$ cat src/rtl/tcdm_mem_req_queue_if.sv
// Handshake bundles for the TCDM request queue: cache-side OBI port (up)
// and the TCDM slave bus towards L2 (dn).
interface tcdm_mem_req_queue_up_if #(
  parameter int unsigned ADDR_WIDTH = 32,
  parameter int unsigned DATA_WIDTH = 32,
  parameter int unsigned BE_WIDTH   = 4
);
  logic                  req;
  logic                  gnt;
  logic [ADDR_WIDTH-1:0] addr;
  logic                  we;
  logic [BE_WIDTH-1:0]   be;
  logic [DATA_WIDTH-1:0] wdata;
  logic                  rvalid;
  logic [DATA_WIDTH-1:0] rdata;
  logic                  err;

  modport master (
    output req, addr, we, be, wdata,
    input  gnt, rvalid, rdata, err
  );

  modport slave (
    input  req, addr, we, be, wdata,
    output gnt, rvalid, rdata, err
  );
endinterface

interface tcdm_mem_req_queue_dn_if #(
  parameter int unsigned ADDR_WIDTH = 32,
  parameter int unsigned DATA_WIDTH = 32,
  parameter int unsigned BE_WIDTH   = 4
);
  logic                  req;
  logic                  gnt;
  logic [ADDR_WIDTH-1:0] add;
  logic                  wen;
  logic [BE_WIDTH-1:0]   be;
  logic [DATA_WIDTH-1:0] wdata;
  logic                  r_valid;
  logic [DATA_WIDTH-1:0] r_rdata;
  logic                  r_opc;

  modport master (
    output req, add, wen, be, wdata,
    input  gnt, r_valid, r_rdata, r_opc
  );

  modport slave (
    input  req, add, wen, be, wdata,
    output gnt, r_valid, r_rdata, r_opc
  );
endinterface

$ cat src/rtl/tcdm_mem_req_queue.sv
// Request FIFO between the data-cache memory port and the TCDM bus: queues
// refills/writebacks, caps in-flight transactions, returns registered responses.
module tcdm_mem_req_queue #(
  parameter int unsigned DEPTH           = 4,
  parameter int unsigned MAX_OUTSTANDING = 2,
  parameter int unsigned ADDR_WIDTH      = 32,
  parameter int unsigned DATA_WIDTH      = 32,
  parameter int unsigned BE_WIDTH        = 4
) (
  input  logic                             clk_i,
  input  logic                             rst_ni,
  tcdm_mem_req_queue_up_if.slave           up,
  tcdm_mem_req_queue_dn_if.master          dn,
  output logic [$clog2(DEPTH):0]           fifo_level_o,
  output logic [$clog2(MAX_OUTSTANDING):0] outstanding_o,
  output logic                             unexp_rsp_o
);

  localparam int unsigned PtrW = $clog2(DEPTH);
  localparam int unsigned LvlW = PtrW + 1;
  localparam int unsigned OutW = $clog2(MAX_OUTSTANDING) + 1;

  typedef struct packed {
    logic                  we;
    logic [BE_WIDTH-1:0]   be;
    logic [ADDR_WIDTH-1:0] addr;
    logic [DATA_WIDTH-1:0] wdata;
  } entry_t;

  entry_t                mem_q [DEPTH];
  logic [PtrW-1:0]       wr_ptr_q, wr_ptr_d;
  logic [PtrW-1:0]       rd_ptr_q, rd_ptr_d;
  logic [LvlW-1:0]       level_q, level_d;
  logic [OutW-1:0]       out_q, out_d;
  logic                  rvalid_q, rvalid_d;
  logic [DATA_WIDTH-1:0] rdata_q, rdata_d;
  logic                  err_q, err_d;
  logic                  unexp_q, unexp_d;

  logic   full, empty, out_room, issue, push, pop, rsp_cnt;
  entry_t head, up_entry;

  assign full     = (level_q == LvlW'(DEPTH));
  assign empty    = (level_q == '0);
  assign out_room = (out_q < OutW'(MAX_OUTSTANDING));
  assign head     = mem_q[rd_ptr_q];

  // Issue only depends on state that a grant alone can change, so a raised
  // request can never drop before it is granted.
  assign issue   = !empty && out_room;
  assign push    = up.req && !full;
  assign pop     = issue && dn.gnt;
  assign rsp_cnt = dn.r_valid && (out_q != '0);

  assign up_entry.we    = up.we;
  assign up_entry.be    = up.be;
  assign up_entry.addr  = up.addr;
  assign up_entry.wdata = up.wdata;

  always_comb begin
    wr_ptr_d = wr_ptr_q;
    rd_ptr_d = rd_ptr_q;
    level_d  = level_q;
    out_d    = out_q;
    rvalid_d = rsp_cnt;
    rdata_d  = rdata_q;
    err_d    = err_q;
    unexp_d  = unexp_q;

    if (push) wr_ptr_d = wr_ptr_q + PtrW'(1);
    if (pop)  rd_ptr_d = rd_ptr_q + PtrW'(1);

    if (push && !pop)      level_d = level_q + LvlW'(1);
    else if (pop && !push) level_d = level_q - LvlW'(1);

    if (pop && !rsp_cnt)      out_d = out_q + OutW'(1);
    else if (rsp_cnt && !pop) out_d = out_q - OutW'(1);

    if (rsp_cnt) begin
      rdata_d = dn.r_rdata;
      err_d   = dn.r_opc;
    end

    // Includes stale responses to transactions granted before a reset.
    if (dn.r_valid && (out_q == '0)) unexp_d = 1'b1;
  end

  always_ff @(posedge clk_i or negedge rst_ni) begin
    if (!rst_ni) begin
      for (int i = 0; i < int'(DEPTH); i++) mem_q[i] <= '0;
      wr_ptr_q <= '0;
      rd_ptr_q <= '0;
      level_q  <= '0;
      out_q    <= '0;
      rvalid_q <= 1'b0;
      rdata_q  <= '0;
      err_q    <= 1'b0;
      unexp_q  <= 1'b0;
    end else begin
      if (push) mem_q[wr_ptr_q] <= up_entry;
      wr_ptr_q <= wr_ptr_d;
      rd_ptr_q <= rd_ptr_d;
      level_q  <= level_d;
      out_q    <= out_d;
      rvalid_q <= rvalid_d;
      rdata_q  <= rdata_d;
      err_q    <= err_d;
      unexp_q  <= unexp_d;
    end
  end

  assign up.gnt    = !full;
  assign up.rvalid = rvalid_q;
  assign up.rdata  = rdata_q;
  assign up.err    = err_q;

  assign dn.req   = issue;
  assign dn.add   = head.addr;
  assign dn.wen   = issue ? !head.we : 1'b1;
  assign dn.be    = head.be;
  assign dn.wdata = head.wdata;

  assign fifo_level_o  = level_q;
  assign outstanding_o = out_q;
  assign unexp_rsp_o   = unexp_q;

endmodule

$ cat src/flat_wrapper.sv
// flat-port wrapper written by rule: the top's interface ports become plain ports
module tcdm_mem_req_queue_flat 
#(
  parameter int unsigned DEPTH           = 4,
  parameter int unsigned MAX_OUTSTANDING = 2,
  parameter int unsigned ADDR_WIDTH      = 32,
  parameter int unsigned DATA_WIDTH      = 32,
  parameter int unsigned BE_WIDTH        = 4
)
  (clk_i, rst_ni, fifo_level_o, outstanding_o, unexp_rsp_o, up_req, up_addr, up_we, up_be, up_wdata, up_gnt, up_rvalid, up_rdata, up_err, dn_req, dn_add, dn_wen, dn_be, dn_wdata, dn_gnt, dn_r_valid, dn_r_rdata, dn_r_opc);
  tcdm_mem_req_queue_up_if #(.ADDR_WIDTH(ADDR_WIDTH), .DATA_WIDTH(DATA_WIDTH), .BE_WIDTH(BE_WIDTH)) up_i ();
  tcdm_mem_req_queue_dn_if #(.ADDR_WIDTH(ADDR_WIDTH), .DATA_WIDTH(DATA_WIDTH), .BE_WIDTH(BE_WIDTH)) dn_i ();
  input  logic clk_i;
  input  logic rst_ni;
  output logic [$clog2(DEPTH):0] fifo_level_o;
  output logic [$clog2(MAX_OUTSTANDING):0] outstanding_o;
  output logic unexp_rsp_o;
  input wire logic [$bits(up_i.req)-1:0] up_req;
  input wire logic [$bits(up_i.addr)-1:0] up_addr;
  input wire logic [$bits(up_i.we)-1:0] up_we;
  input wire logic [$bits(up_i.be)-1:0] up_be;
  input wire logic [$bits(up_i.wdata)-1:0] up_wdata;
  output wire logic [$bits(up_i.gnt)-1:0] up_gnt;
  output wire logic [$bits(up_i.rvalid)-1:0] up_rvalid;
  output wire logic [$bits(up_i.rdata)-1:0] up_rdata;
  output wire logic [$bits(up_i.err)-1:0] up_err;
  output wire logic [$bits(dn_i.req)-1:0] dn_req;
  output wire logic [$bits(dn_i.add)-1:0] dn_add;
  output wire logic [$bits(dn_i.wen)-1:0] dn_wen;
  output wire logic [$bits(dn_i.be)-1:0] dn_be;
  output wire logic [$bits(dn_i.wdata)-1:0] dn_wdata;
  input wire logic [$bits(dn_i.gnt)-1:0] dn_gnt;
  input wire logic [$bits(dn_i.r_valid)-1:0] dn_r_valid;
  input wire logic [$bits(dn_i.r_rdata)-1:0] dn_r_rdata;
  input wire logic [$bits(dn_i.r_opc)-1:0] dn_r_opc;
  assign up_i.req = up_req;
  assign up_i.addr = up_addr;
  assign up_i.we = up_we;
  assign up_i.be = up_be;
  assign up_i.wdata = up_wdata;
  assign up_gnt = up_i.gnt;
  assign up_rvalid = up_i.rvalid;
  assign up_rdata = up_i.rdata;
  assign up_err = up_i.err;
  assign dn_req = dn_i.req;
  assign dn_add = dn_i.add;
  assign dn_wen = dn_i.wen;
  assign dn_be = dn_i.be;
  assign dn_wdata = dn_i.wdata;
  assign dn_i.gnt = dn_gnt;
  assign dn_i.r_valid = dn_r_valid;
  assign dn_i.r_rdata = dn_r_rdata;
  assign dn_i.r_opc = dn_r_opc;
  tcdm_mem_req_queue #(.DEPTH(DEPTH), .MAX_OUTSTANDING(MAX_OUTSTANDING), .ADDR_WIDTH(ADDR_WIDTH), .DATA_WIDTH(DATA_WIDTH), .BE_WIDTH(BE_WIDTH)) u_core (.clk_i(clk_i), .rst_ni(rst_ni), .up(up_i), .dn(dn_i), .fifo_level_o(fifo_level_o), .outstanding_o(outstanding_o), .unexp_rsp_o(unexp_rsp_o));
endmodule
$ cat config.mk
export PLATFORM = sky130hd
export DESIGN_NAME = tcdm_mem_req_queue_flat
export DESIGN_NICKNAME = d
export VERILOG_FILES = /design/src/rtl/tcdm_mem_req_queue_if.sv /design/src/rtl/tcdm_mem_req_queue.sv /design/src/flat_wrapper.sv
export SDC_FILE = /design/constraint.sdc
export NUM_CORES = 1
export LEC_CHECK = 0
export CAP_MARGIN = 0
export CELL_PAD_IN_SITES_DETAIL_PLACEMENT = 1
export CELL_PAD_IN_SITES_GLOBAL_PLACEMENT = 2
export CORE_MARGIN = 5
export CORE_UTILIZATION = 44
export CTS_BUF_LIST = sky130_fd_sc_hd__clkbuf_4
export CTS_CLUSTER_SIZE = 16
export DETAILED_ROUTE_END_ITERATION = 12
export PLACE_DENSITY_LB_ADDON = 0.1
export SLEW_MARGIN = 25
export SYNTH_ARGS = -nofsm -noshare
export SYNTH_HDL_FRONTEND = slang
export SYNTH_SLANG_ARGS = --single-unit
$ cat constraint.sdc
create_clock -name clk_i -period 4.6 [get_ports clk_i]
set_clock_uncertainty 0.15 [all_clocks]
set_input_delay 1.15 -clock clk_i [delete_from_list [all_inputs] [get_ports clk_i]]
set_output_delay 1.15 -clock clk_i [all_outputs]
set_load 0.05 [all_outputs]
==> key figures <==
Setup path
  – Arr. time, crit path: 2.99 ns
  – CP max FO: 36
  – Data required, critical path: 3.30 ns
  – Critical path class: register to output pin
  – Setup crit end kind: output pin
  – Cell depth of the worst flop-to-flop path: 6
  – Startpoint types: register

Timing
  – RSZ-0062 raised after global routing: false
  – Period minus WS final: 4.29 ns
  – # setup viols final: 0
  – Final Hold Vio Count: 0
  – Final Max Tran Viols: 0
  – Final worst slack: 0.308 ns
  – Final Cycle Share: 93.3%
  – Worst slew margin: 45.2%
  – FMAX: 233 MHz
  – Worst-Margin Slew: 0.820 ns
  – Fin Setup TNS: 0 ns

Layout
  – Layout overhead on the synthesized area: 28.5%
  – Most frequent cells in the layout: dfrtp_1, mux2_2, clkdlybuf4s50_1
  – Layout cell share with drive strength beyond 1: 48.6%
  – Leading cell type in the layout, fill and taps excluded: dfrtp_1
  – Post-layout net count: 1190

Synthesis
  – Simple-Gate Fraction of Synth Area: 0.767%
  – FF+latch count, synth: 320
  – Ys async rst share: 100%
  – Post-synth EDFFs: 0
  – Adder-Cell Fraction of Synth Area: 0.694%
  – Synth Area in Compound Gates: 0.119%
  – Synth Cell Area: 0.0137 mm^2
  – Sequential share of the synthesized area: 58.5%
  – Distinct cells, synth: 21
  – Mux share of post-synthesis cell area: 37.2%
  – Warnings, synthesis: 0
  – Cell count after synthesis: 791
  – Syn_nets: 905
  – Post-synth top flop: dfrtp_1
  – Largest family of logic cells by synthesized area: multiplexers
  – Post-Synth XOR/XNOR Area: 0.576%
  – Synthesized area per cell: 17.3 um^2

Floorplan
  – Die height: 186 um
  – Cell row count: 64
  – I/O pins: 218
  – Die Area: 0.0348 mm^2
  – Chip width: 186 um
  – Total core area: 0.0307 mm^2
  – Initial Utilization: 44.7%

Route
  – DRC: 0
  – Drt wl/cell: 20.9 um
  – Post-Route WL: 32100 um
  – Via count: 8105
  – DRT iter0 DRCs: 236
  – Detail Route Antenna Nets: 0
  – DR vias/cell: 5.26
  – Drt pass-1 iters: 4

Clocking
  – H-tree Lvls: 3
  – Num CTS Buffers: 90
  – Setup Fix Bufs, Post-CTS: 1
  – Clk buf depth: 3
  – Worst-Skew Late Latency: 0.69 ns
  – Num Clock Sinks: 320
  – Hold Buf Count CTS: 0
  – PostCTS Resize Cnt: 0
  – CTS tree: built
  – Clk pin slew, worst setup/hold paths: 0.07 ns
  – Clock root cell: clkbuf_4

Place
  – Pre-CTS setup slack: 0.779 ns
  – Port bufs: 217
  – Routability-driven placement congestion ratio: 0.748
  – DP HPWL: 20600 um

Global routing
  – Gr usage total: 18.9%
  – Largest net degree at the start of global routing: 99
  – Grt ovf: 0
  – First-pass GRT wire length: 53200 um
  – Initial antenna violation count: 5
  – Number of global-route vias before repair: 9413

Worst hold path
  – Hold/Removal Path Class: input pin to asynchronous set/reset pin

Status
  – Status: complete, no violations

Run
  – Max-cap violations: 0
flip-flops by register name, summed over array words and instances, names as in the netlist:
signal,cells
u_core.outstanding_o,2
u_core.up.rvalid,1
u_core.wr_ptr_q,2
u_core.up.err,1
u_core.up.rdata,32
u_core.mem_q,276
u_core.unexp_rsp_o,1
u_core.fifo_level_o,3
u_core.rd_ptr_q,2
cell type report:
type,count,area [um^2]
clock inverters,22,126
repair buffers,241,2500
multi-input cells,417,5420
inverters,6,22.5
well taps,396,495
clock buffers,135,1010
flip-flops and latches,320,8020
fillers,2900,13100
diodes,3,7.51
logic make-up (layout without fill, tap and decap cells):
kind of cell	count (synthesis)	after routing
mux	380	380
flops	320	320
buf+inv	54	404
simple gates	19	19
xor+xnor	9	9
fa+ha+maj	7	7
compound gates	2	2
other cells	0	3
through the flow:
stage	instances	hold WS [ns]	utilization (%)	area, um^2
finish	1540	0.315	57.4	17600
global placement	1378	0.293	53.5	16400
floorplan	791	0.325	-	13700
detailed placement	1379	0.313	53.6	16400
CTS	1537	0.291	57.4	17600
global route	1540	0.325	57.4	17600
worst paths after layout:
check,start,end,slack (ns)
setup / recovery,u_core.rd_ptr_q[1],dn_wdata[31],0.31
hold / removal,rst_ni,u_core.mem_q[264],0.32
max in group asynchronous,rst_ni,u_core.mem_q[106],3.10
setup reg to reg,u_core.fifo_level_o[0],u_core.fifo_level_o[1],2.03
hold reg to reg,u_core.unexp_rsp_o,u_core.unexp_rsp_o,0.34
min in group clk_i,u_core.unexp_rsp_o,u_core.unexp_rsp_o,0.34
Yosys cell counts, drive strengths merged, types with 2 or more instances:
library cell | count | area share [%]
dfrtp | 320 | 58
nor3b | 2 | 0.19
nor2 | 8 | 0.29
buf | 38 | 1.8
clkbuf | 10 | 0.27
xnor2 | 3 | 0.19
nand2 | 6 | 0.16
mux2 | 311 | 26
inv | 6 | 0.16
mux4 | 69 | 11
ha | 6 | 0.55
xor2 | 6 | 0.38
nor3 | 2 | 0.073
worst max-delay path: stages (launching register included):
cell	delay, ns
dfrtp_4	0.81
buf_4	0.38
mux4_2	0.37
clkdlybuf4s50_1	0.72
metal layers:
| metal | vias to the layer above | global-route usage [%] | routed length [um] |
|---|---|---|---|
| met5 | - | 0 | 27 |
| met4 | 4 | 7.11 | 979 |
| li1 | 3559 | - | - |
| met3 | 83 | 5.70 | 1990 |
| met2 | 211 | 30.5 | 15600 |
| met1 | 4248 | 24.3 | 13500 |
Power is left out: the tool's default activity adds up to more than one toggle a clock period on the data nets, which glitch-free logic cannot reach.
